**config.mk**
```make
export PLATFORM = sky130hd
export DESIGN_NAME = psg_bus_writer_flat
export DESIGN_NICKNAME = d
export VERILOG_FILES = /design/src/rtl/psg_pkg.sv /design/src/rtl/psg_bus_writer_if.sv /design/src/rtl/psg_cmd_fifo.sv /design/src/rtl/psg_bus_writer.sv /design/src/flat_wrapper.sv
export SDC_FILE = /design/constraint.sdc
export NUM_CORES = 1
export LEC_CHECK = 0
export CORE_AREA = 2 2 110 112
export CTS_BUF_LIST = sky130_fd_sc_hd__clkbuf_8
export DETAILED_ROUTE_END_ITERATION = 10
export DIE_AREA = 0 0 112 114
export GPL_TIMING_DRIVEN = 0
export PLACE_DENSITY = 0.51
export RECOVER_POWER = 100
export SLEW_MARGIN = 20
export SYNTH_ARGS = -nofsm -noshare
export SYNTH_HDL_FRONTEND = slang
export SYNTH_HIERARCHICAL = 1
export SYNTH_SLANG_ARGS = --single-unit
```
**constraint.sdc**
```tcl
create_clock -name clk -period 3.22 [get_ports clk]
set_input_delay 0.805 -clock clk [delete_from_list [all_inputs] [get_ports clk]]
set_output_delay 0.805 -clock clk [all_outputs]
set_load 0.005 [all_outputs]
```
**src/rtl/psg_pkg.sv**
```systemverilog
// rtl/psg_pkg.sv - Shared register codes, reset constants and byte formatting for the PSG writer.
package psg_pkg;

    localparam logic [2:0] TONE0 = 3'b000;
    localparam logic [2:0] ATTN0 = 3'b001;
    localparam logic [2:0] TONE1 = 3'b010;
    localparam logic [2:0] ATTN1 = 3'b011;
    localparam logic [2:0] TONE2 = 3'b100;
    localparam logic [2:0] ATTN2 = 3'b101;
    localparam logic [2:0] NOISE = 3'b110;
    localparam logic [2:0] ATTN3 = 3'b111;

    localparam logic [3:0] ATTN_RESET  = 4'hF;
    localparam logic [9:0] TONE_RESET  = 10'd1;
    localparam logic [2:0] NOISE_RESET = 3'b100;

    typedef enum logic [1:0] {
        ENG_IDLE  = 2'd0,
        ENG_PULSE = 2'd1,
        ENG_GAP   = 2'd2
    } eng_state_e;

    typedef struct packed {
        logic [2:0] code;
        logic [9:0] value;
    } psg_cmd_t;

    function automatic logic is_tone(input logic [2:0] code);
        return (code[0] == 1'b0) && (code != NOISE);
    endfunction

    function automatic logic [7:0] latch_byte(input logic [2:0] code, input logic [9:0] value);
        if (code == NOISE) begin
            return {1'b1, NOISE, 1'b0, value[2:0]};
        end
        return {1'b1, code, value[3:0]};
    endfunction

    function automatic logic [7:0] data_byte(input logic [9:0] value);
        return {2'b00, value[9:4]};
    endfunction

endpackage

```
**src/rtl/psg_bus_writer_if.sv**
```systemverilog
// rtl/psg_bus_writer_if.sv - Command request handshake between a sequencer and the PSG writer.
interface psg_bus_writer_if;
    logic       req_valid;
    logic       req_ready;
    logic [2:0] req_reg;
    logic [9:0] req_value;

    modport master (output req_valid, output req_reg, output req_value, input req_ready);
    modport slave  (input req_valid, input req_reg, input req_value, output req_ready);
endinterface

```
**src/rtl/psg_cmd_fifo.sv**
```systemverilog
// rtl/psg_cmd_fifo.sv - Synchronous command FIFO with full/empty flags; DEPTH must be a power of two.
module psg_cmd_fifo
    import psg_pkg::*;
#(
    parameter int DEPTH = 4
) (
    input  logic     clk,
    input  logic     reset,
    input  logic     push_i,
    input  psg_cmd_t push_data_i,
    input  logic     pop_i,
    output psg_cmd_t head_o,
    output logic     full_o,
    output logic     empty_o
);
    localparam int AW = $clog2(DEPTH);
    localparam logic [AW:0] PTR_ONE = {{AW{1'b0}}, 1'b1};

    psg_cmd_t    mem_q [DEPTH];
    logic [AW:0] wr_ptr_q, wr_ptr_d;
    logic [AW:0] rd_ptr_q, rd_ptr_d;
    logic        do_push, do_pop;

    // Extra pointer bit distinguishes full from empty when the indices match.
    assign full_o  = (wr_ptr_q[AW] != rd_ptr_q[AW]) && (wr_ptr_q[AW-1:0] == rd_ptr_q[AW-1:0]);
    assign empty_o = (wr_ptr_q == rd_ptr_q);
    assign do_push = push_i && !full_o;
    assign do_pop  = pop_i && !empty_o;
    assign head_o  = mem_q[rd_ptr_q[AW-1:0]];

    assign wr_ptr_d = do_push ? wr_ptr_q + PTR_ONE : wr_ptr_q;
    assign rd_ptr_d = do_pop  ? rd_ptr_q + PTR_ONE : rd_ptr_q;

    always_ff @(posedge clk) begin
        if (reset) begin
            wr_ptr_q <= '0;
            rd_ptr_q <= '0;
        end else begin
            wr_ptr_q <= wr_ptr_d;
            rd_ptr_q <= rd_ptr_d;
        end
    end

    always_ff @(posedge clk) begin
        if (do_push) begin
            mem_q[wr_ptr_q[AW-1:0]] <= push_data_i;
        end
    end
endmodule

```
**src/rtl/psg_bus_writer.sv**
```systemverilog
// rtl/psg_bus_writer.sv - Serialises PSG register commands into latch/data bytes on the /WE bus.
// Define PSG_WRITER_SKIP_REDUNDANT_EN to drop tone/attenuation writes matching the PSG's current state.
module psg_bus_writer
    import psg_pkg::*;
#(
    parameter int FIFO_DEPTH = 4,
    parameter int WE_CYCLES  = 1,
    parameter int GAP_CYCLES = 2
) (
    input  logic              clk,
    input  logic              reset,
    psg_bus_writer_if.slave   req,
    output logic [7:0]        psg_data,
    output logic              psg_we_n,
    output logic              busy
);
    localparam int CNT_MAX = (WE_CYCLES > GAP_CYCLES) ? WE_CYCLES : GAP_CYCLES;
    localparam int CNT_W   = $clog2(CNT_MAX + 1);
    localparam logic [CNT_W-1:0] WE_LOAD  = CNT_W'(WE_CYCLES - 1);
    localparam logic [CNT_W-1:0] GAP_LOAD = CNT_W'((GAP_CYCLES > 0) ? GAP_CYCLES - 1 : 0);
    localparam logic [CNT_W-1:0] CNT_ONE  = CNT_W'(1);

    psg_cmd_t   head;
    logic       fifo_full, fifo_empty;
    logic       pop;
    logic       head_redundant;

    eng_state_e       state_q, state_d;
    logic [CNT_W-1:0] cnt_q, cnt_d;
    logic [7:0]       data_q, data_d;
    logic             we_n_q, we_n_d;
    logic             pend_q, pend_d;
    logic [7:0]       pend_byte_q, pend_byte_d;
    logic             advance;

    assign req.req_ready = !fifo_full;

    psg_cmd_fifo #(.DEPTH(FIFO_DEPTH)) u_fifo (
        .clk         (clk),
        .reset       (reset),
        .push_i      (req.req_valid),
        .push_data_i ({req.req_reg, req.req_value}),
        .pop_i       (pop),
        .head_o      (head),
        .full_o      (fifo_full),
        .empty_o     (fifo_empty)
    );

`ifdef PSG_WRITER_SKIP_REDUNDANT_EN
    logic [3:0] attn_sh_q [4];
    logic [9:0] tone_sh_q [3];

    always_comb begin
        head_redundant = 1'b0;
        if (head.code[0]) begin
            head_redundant = (head.value[3:0] == attn_sh_q[head.code[2:1]]);
        end else if (is_tone(head.code)) begin
            head_redundant = (head.value == tone_sh_q[head.code[2:1]]);
        end
    end

    // Shadows track only commands that actually reach the bus.
    always_ff @(posedge clk) begin
        if (reset) begin
            for (int i = 0; i < 4; i++) attn_sh_q[i] <= ATTN_RESET;
            for (int i = 0; i < 3; i++) tone_sh_q[i] <= TONE_RESET;
        end else if (pop && !head_redundant) begin
            if (head.code[0]) begin
                attn_sh_q[head.code[2:1]] <= head.value[3:0];
            end else if (is_tone(head.code)) begin
                tone_sh_q[head.code[2:1]] <= head.value;
            end
        end
    end
`else
    assign head_redundant = 1'b0;
`endif

    always_ff @(posedge clk) begin
        if (reset) begin
            state_q     <= ENG_IDLE;
            cnt_q       <= '0;
            data_q      <= 8'h00;
            we_n_q      <= 1'b1;
            pend_q      <= 1'b0;
            pend_byte_q <= 8'h00;
        end else begin
            state_q     <= state_d;
            cnt_q       <= cnt_d;
            data_q      <= data_d;
            we_n_q      <= we_n_d;
            pend_q      <= pend_d;
            pend_byte_q <= pend_byte_d;
        end
    end

    always_comb begin
        state_d     = state_q;
        cnt_d       = cnt_q;
        data_d      = data_q;
        we_n_d      = we_n_q;
        pend_d      = pend_q;
        pend_byte_d = pend_byte_q;
        pop         = 1'b0;
        advance     = 1'b0;

        case (state_q)
            ENG_IDLE: advance = 1'b1;
            ENG_PULSE: begin
                if (cnt_q == '0) begin
                    we_n_d = 1'b1;
                    if (GAP_CYCLES > 0) begin
                        state_d = ENG_GAP;
                        cnt_d   = GAP_LOAD;
                    end else begin
                        advance = 1'b1;
                    end
                end else begin
                    cnt_d = cnt_q - CNT_ONE;
                end
            end
            ENG_GAP: begin
                if (cnt_q == '0) begin
                    advance = 1'b1;
                end else begin
                    cnt_d = cnt_q - CNT_ONE;
                end
            end
            default: state_d = ENG_IDLE;
        endcase

        // End of a byte slot: finish the current command first, then pull the next one.
        if (advance) begin
            if (pend_q) begin
                data_d  = pend_byte_q;
                we_n_d  = 1'b0;
                state_d = ENG_PULSE;
                cnt_d   = WE_LOAD;
                pend_d  = 1'b0;
            end else if (!fifo_empty) begin
                pop = 1'b1;
                if (head_redundant) begin
                    state_d = ENG_IDLE;
                end else begin
                    data_d      = latch_byte(head.code, head.value);
                    we_n_d      = 1'b0;
                    state_d     = ENG_PULSE;
                    cnt_d       = WE_LOAD;
                    pend_d      = is_tone(head.code);
                    pend_byte_d = data_byte(head.value);
                end
            end else begin
                state_d = ENG_IDLE;
            end
        end
    end

    always_comb begin
        psg_data = data_q;
        psg_we_n = we_n_q;
        busy     = !fifo_empty || (state_q != ENG_IDLE);
    end
endmodule

```
**src/flat_wrapper.sv**
```systemverilog
// flat-port wrapper written by rule: the top's interface ports become plain ports
module psg_bus_writer_flat import psg_pkg::*;
#(
    parameter int FIFO_DEPTH = 4,
    parameter int WE_CYCLES  = 1,
    parameter int GAP_CYCLES = 2
)
  (clk, reset, psg_data, psg_we_n, busy, req_req_valid, req_req_reg, req_req_value, req_req_ready);
  psg_bus_writer_if req_i ();
  input  logic clk;
  input  logic reset;
  output logic [7:0] psg_data;
  output logic psg_we_n;
  output logic busy;
  input wire logic [$bits(req_i.req_valid)-1:0] req_req_valid;
  input wire logic [$bits(req_i.req_reg)-1:0] req_req_reg;
  input wire logic [$bits(req_i.req_value)-1:0] req_req_value;
  output wire logic [$bits(req_i.req_ready)-1:0] req_req_ready;
  assign req_i.req_valid = req_req_valid;
  assign req_i.req_reg = req_req_reg;
  assign req_i.req_value = req_req_value;
  assign req_req_ready = req_i.req_ready;
  psg_bus_writer #(.FIFO_DEPTH(FIFO_DEPTH), .WE_CYCLES(WE_CYCLES), .GAP_CYCLES(GAP_CYCLES)) u_core (.clk(clk), .reset(reset), .req(req_i), .psg_data(psg_data), .psg_we_n(psg_we_n), .busy(busy));
endmodule
```
==> flow_metrics.tcl <==
set metrics [dict create \
    vias 2098 \
    syn_inst 240 \
    grt_overflow_total 0 \
    start_kind "register" \
    p_clk_frac 0.234 \
    swShare 0.321 \
    place.gp.congestion 0.768 \
    stdcell_area_um2 4070 \
    clk_pin_slew_ns 0.08 \
    min_path_cells 2 \
    grt_util_all_layers 0.115 \
    setup.worst_path.end_class "output pin" \
    drive_gt1_frac 0.131 \
    fin_util 0.347 \
    synth_edf_count 52 \
    grt_pass1_wl_mm 11.3 \
    vias_per_cell 4.88 \
    wl_per_cell_um 15.9 \
    die-area_um2 12800 \
    worst-setup-path-type "reg2out" \
    r2r_cells 8 \
    crit_top_cell "nand2_1" \
    crit_fanout 8 \
    min_period_ns 2.98 \
    synth_compound_gate_area_share 0.103 \
    r2r-start "u_core/state_q[0]" \
    p_leak_nw 1.36 \
    clockBufferDepth 2 \
    synth_largest_area_cell "edfxtp_1" \
    insertedDiodeCount 0 \
    rsz0062_at_grt "no" \
    initial_core_util 0.293 \
    syn_area_per_cell_um2 14.3 \
    cts_tree "yes" \
    setup_viol 0 \
    ys_ff_latch 80 \
    synth_adder_area_share 0.0292 \
    h-tree-depth 3 \
    peakVddDrop_mv 0.282 \
    grt_pass1_vias 2087 \
    synth_top_family_by_area "multiplexers" \
    drt-pass1-iter-count 4 \
    drt_wl_total_mm 6.83 \
    hpwlAfterDp_mm 4.58 \
    ioPinCount 27 \
    hold_viol 0 \
    switchingPower_w 0.00105 \
    layout_commonest_cell "edfxtp_1" \
    mostFrequentLayoutCells "52 x edfxtp_1, 28 x dfxtp_1, 25 x dlygate4sd3_1" \
    worst_r2r_endpoint "u_core/u_fifo/rd_ptr_q[2]" \
    r2r_setup_slack_ns 0.48 \
    final_max_slew_viol_count 0 \
    period_share 0.926 \
    netlist_top_cells_area "edfxtp_1 46%, dfxtp_1 16%, mux4_2 8.5%" \
    timing.fmax_mhz 335 \
    cap_violations 0 \
    status "completed" \
    cts_buffers 9 \
    syn_area_um2 3430 \
    cpMaxStageDelayCell "clkdlybuf4s50_1" \
    muxShareOfSynthArea 0.117 \
    internal-power_w 0.00223 \
    die_w_um 112 \
    relSlewSlack 0.271 \
    seq_area_frac_synth 0.619 \
    clockRootBuffer "clkbuf_8" \
    fp-row-count 40 \
    ff_latch_area_um2 2120 \
    cts_hold_buf 0 \
    synthesis.nets 264 \
    port_buffers 26 \
    crit_arrival_ns 2.18 \
    path_buf_inv 1 \
    p_seq_frac 0.430 \
    antenna_found_initial 0 \
    critical-path-top-delay-family "simple AND/OR/NAND/NOR gates" \
    hold_path_end "u_core/pend_byte_q[5]" \
    drc 0 \
    synth_warnings 6 \
    worstMarginPinSlew_ns 1.09 \
    fillCellCount 1182 \
    final.setup.tns_ns 0 \
    grt_max_degree 17 \
    syn2layout_area_growth_pct 18.5 \
    drtIter0Drc 143 \
    antenna_left 0 \
    netlist.area_leader.share 0.455 \
    powerDensity_nw_per_um2 808 \
    hp-start "u_core/pend_byte_q[5]" \
    synth-simple-area-share 0.0780 \
    fin_nets 302 \
    hold_path_class "reg2reg" \
    yosysUniqueCellTypes 46 \
    clkLatencyLatePin_ns 0.34 \
    core_um2 11700 \
    async_flop_share 0 \
    worstPathCellList "xnor2_2, nand2_1, nor2_1, nand2_1, clkdlybuf4s50_1" \
    placed_cell_area_um2 3890 \
    cts_sinks 80 \
    p_comb_frac 0.336 \
    synth_xor_area_frac 0.0153 \
    multi_input_area_um2 1180 \
    cp.required_ns 2.41 \
    skew_ns 0.0101 \
    cpPeakStageDelay_ns 0.45 \
    synth-main-ff-cell "edfxtp_1" \
    fp.dieH_um 114 \
    total_power_w 0.00328 \
]
worst max-delay path by stage:
stage	startpoint	endpoint	slack [ns]	cells after the start
after floorplan	u_core/u_fifo/wr_ptr_q[1]	busy	1.17	5
after global placement	req_req_valid	u_core/u_fifo/mem_q[3][4]	-0.11	3
after detailed placement	u_core/u_fifo/wr_ptr_q[0]	busy	0.33	5
after CTS	u_core/u_fifo/wr_ptr_q[1]	busy	0.004	6
after global routing	u_core/u_fifo/wr_ptr_q[0]	busy	0.11	5
final	u_core/u_fifo/wr_ptr_q[0]	busy	0.24	5
flip-flops by register name, indices dropped and copies added (netlist names), named ones only:
register / count
u_core/pend_byte_q: 6
u_core/state_q: 2
u_core/u_fifo/rd_ptr_q: 3
u_core/pend_q: 1
u_core/cnt_q: 2
u_core/u_fifo/wr_ptr_q: 3
u_core/psg_data: 8
u_core/u_fifo/mem_q: 52
u_core/psg_we_n: 1
synthesized netlist by cell type (4+ instances only):
| library cell | count |
|---|---|
| edfxtp_1 | 52 |
| dfxtp_1 | 28 |
| nand2_1 | 21 |
| mux4_2 | 13 |
| a31oi_1 | 11 |
| mux2i_1 | 11 |
| inv_1 | 10 |
| a211oi_1 | 8 |
| ha_1 | 8 |
| o21ai_0 | 7 |
| a21oi_1 | 6 |
| o211ai_1 | 6 |
| buf_6 | 4 |
| nand3_1 | 4 |
| nor2_1 | 4 |
| nor3b_1 | 4 |
layer usage:
metal	GRT usage	part of all wire
met5	0	0
met2	0.180	0.46
met1	0.156	0.49
met3	0.0228	0.030
met4	0.0537	0.019
metrics by stage:
step	hold slack, ns	instances	setup WS, ns
after floorplan	0.434	240	1.17
after global placement	0.443	413	-0.107
after detailed placement	0.449	414	0.332
after CTS	0.460	430	0.00363
after global routing	0.500	430	0.105
final	0.459	430	0.239
power groups by stage:
stage                     logic, W  registers, W  clock network, W
after floorplan           0.000803       0.00141                 0
after global placement     0.00115       0.00143                 0
after detailed placement   0.00117       0.00144                 0
after CTS                  0.00118       0.00142          0.000797
after global routing       0.00122       0.00144          0.000845
final                      0.00110       0.00141          0.000769
area by class of cell:
class,count,area share
flip-flops and latches,80,0.522
multi-input cells,138,0.290
repair buffers,27,0.0649
well taps,147,0.0452
clock buffers,9,0.0305
clock inverters,7,0.0194
plain buffers,12,0.0185
inverters,10,0.00923
logic make-up after synthesis:
kind of cell,after synthesis
flops,80
simple gates,51
buf+inv,22
mux,24
compound gates,49
xor+xnor,6
fa+ha+maj,8
what timing repair did:
| item | CTS | global route |
|---|---|---|
| endpoints found under the setup margin | 1 | 1 |
| pin swaps | 0 | 0 |
| buffers inserted | 0 | 0 |
| gates resized for setup | 1 | 1 |
worst reg2reg max path: stages (launching register included):
cell      delay [ns]
dfxtp_1         0.33
inv_1           0.08
ha_1            0.27
or3b_1          0.43
a211oi_1        0.25
clkbuf_1        0.71
nand2_1         0.16
a211o_1         0.30
a31oi_1         0.15
(Power assumes the default switching activity.)
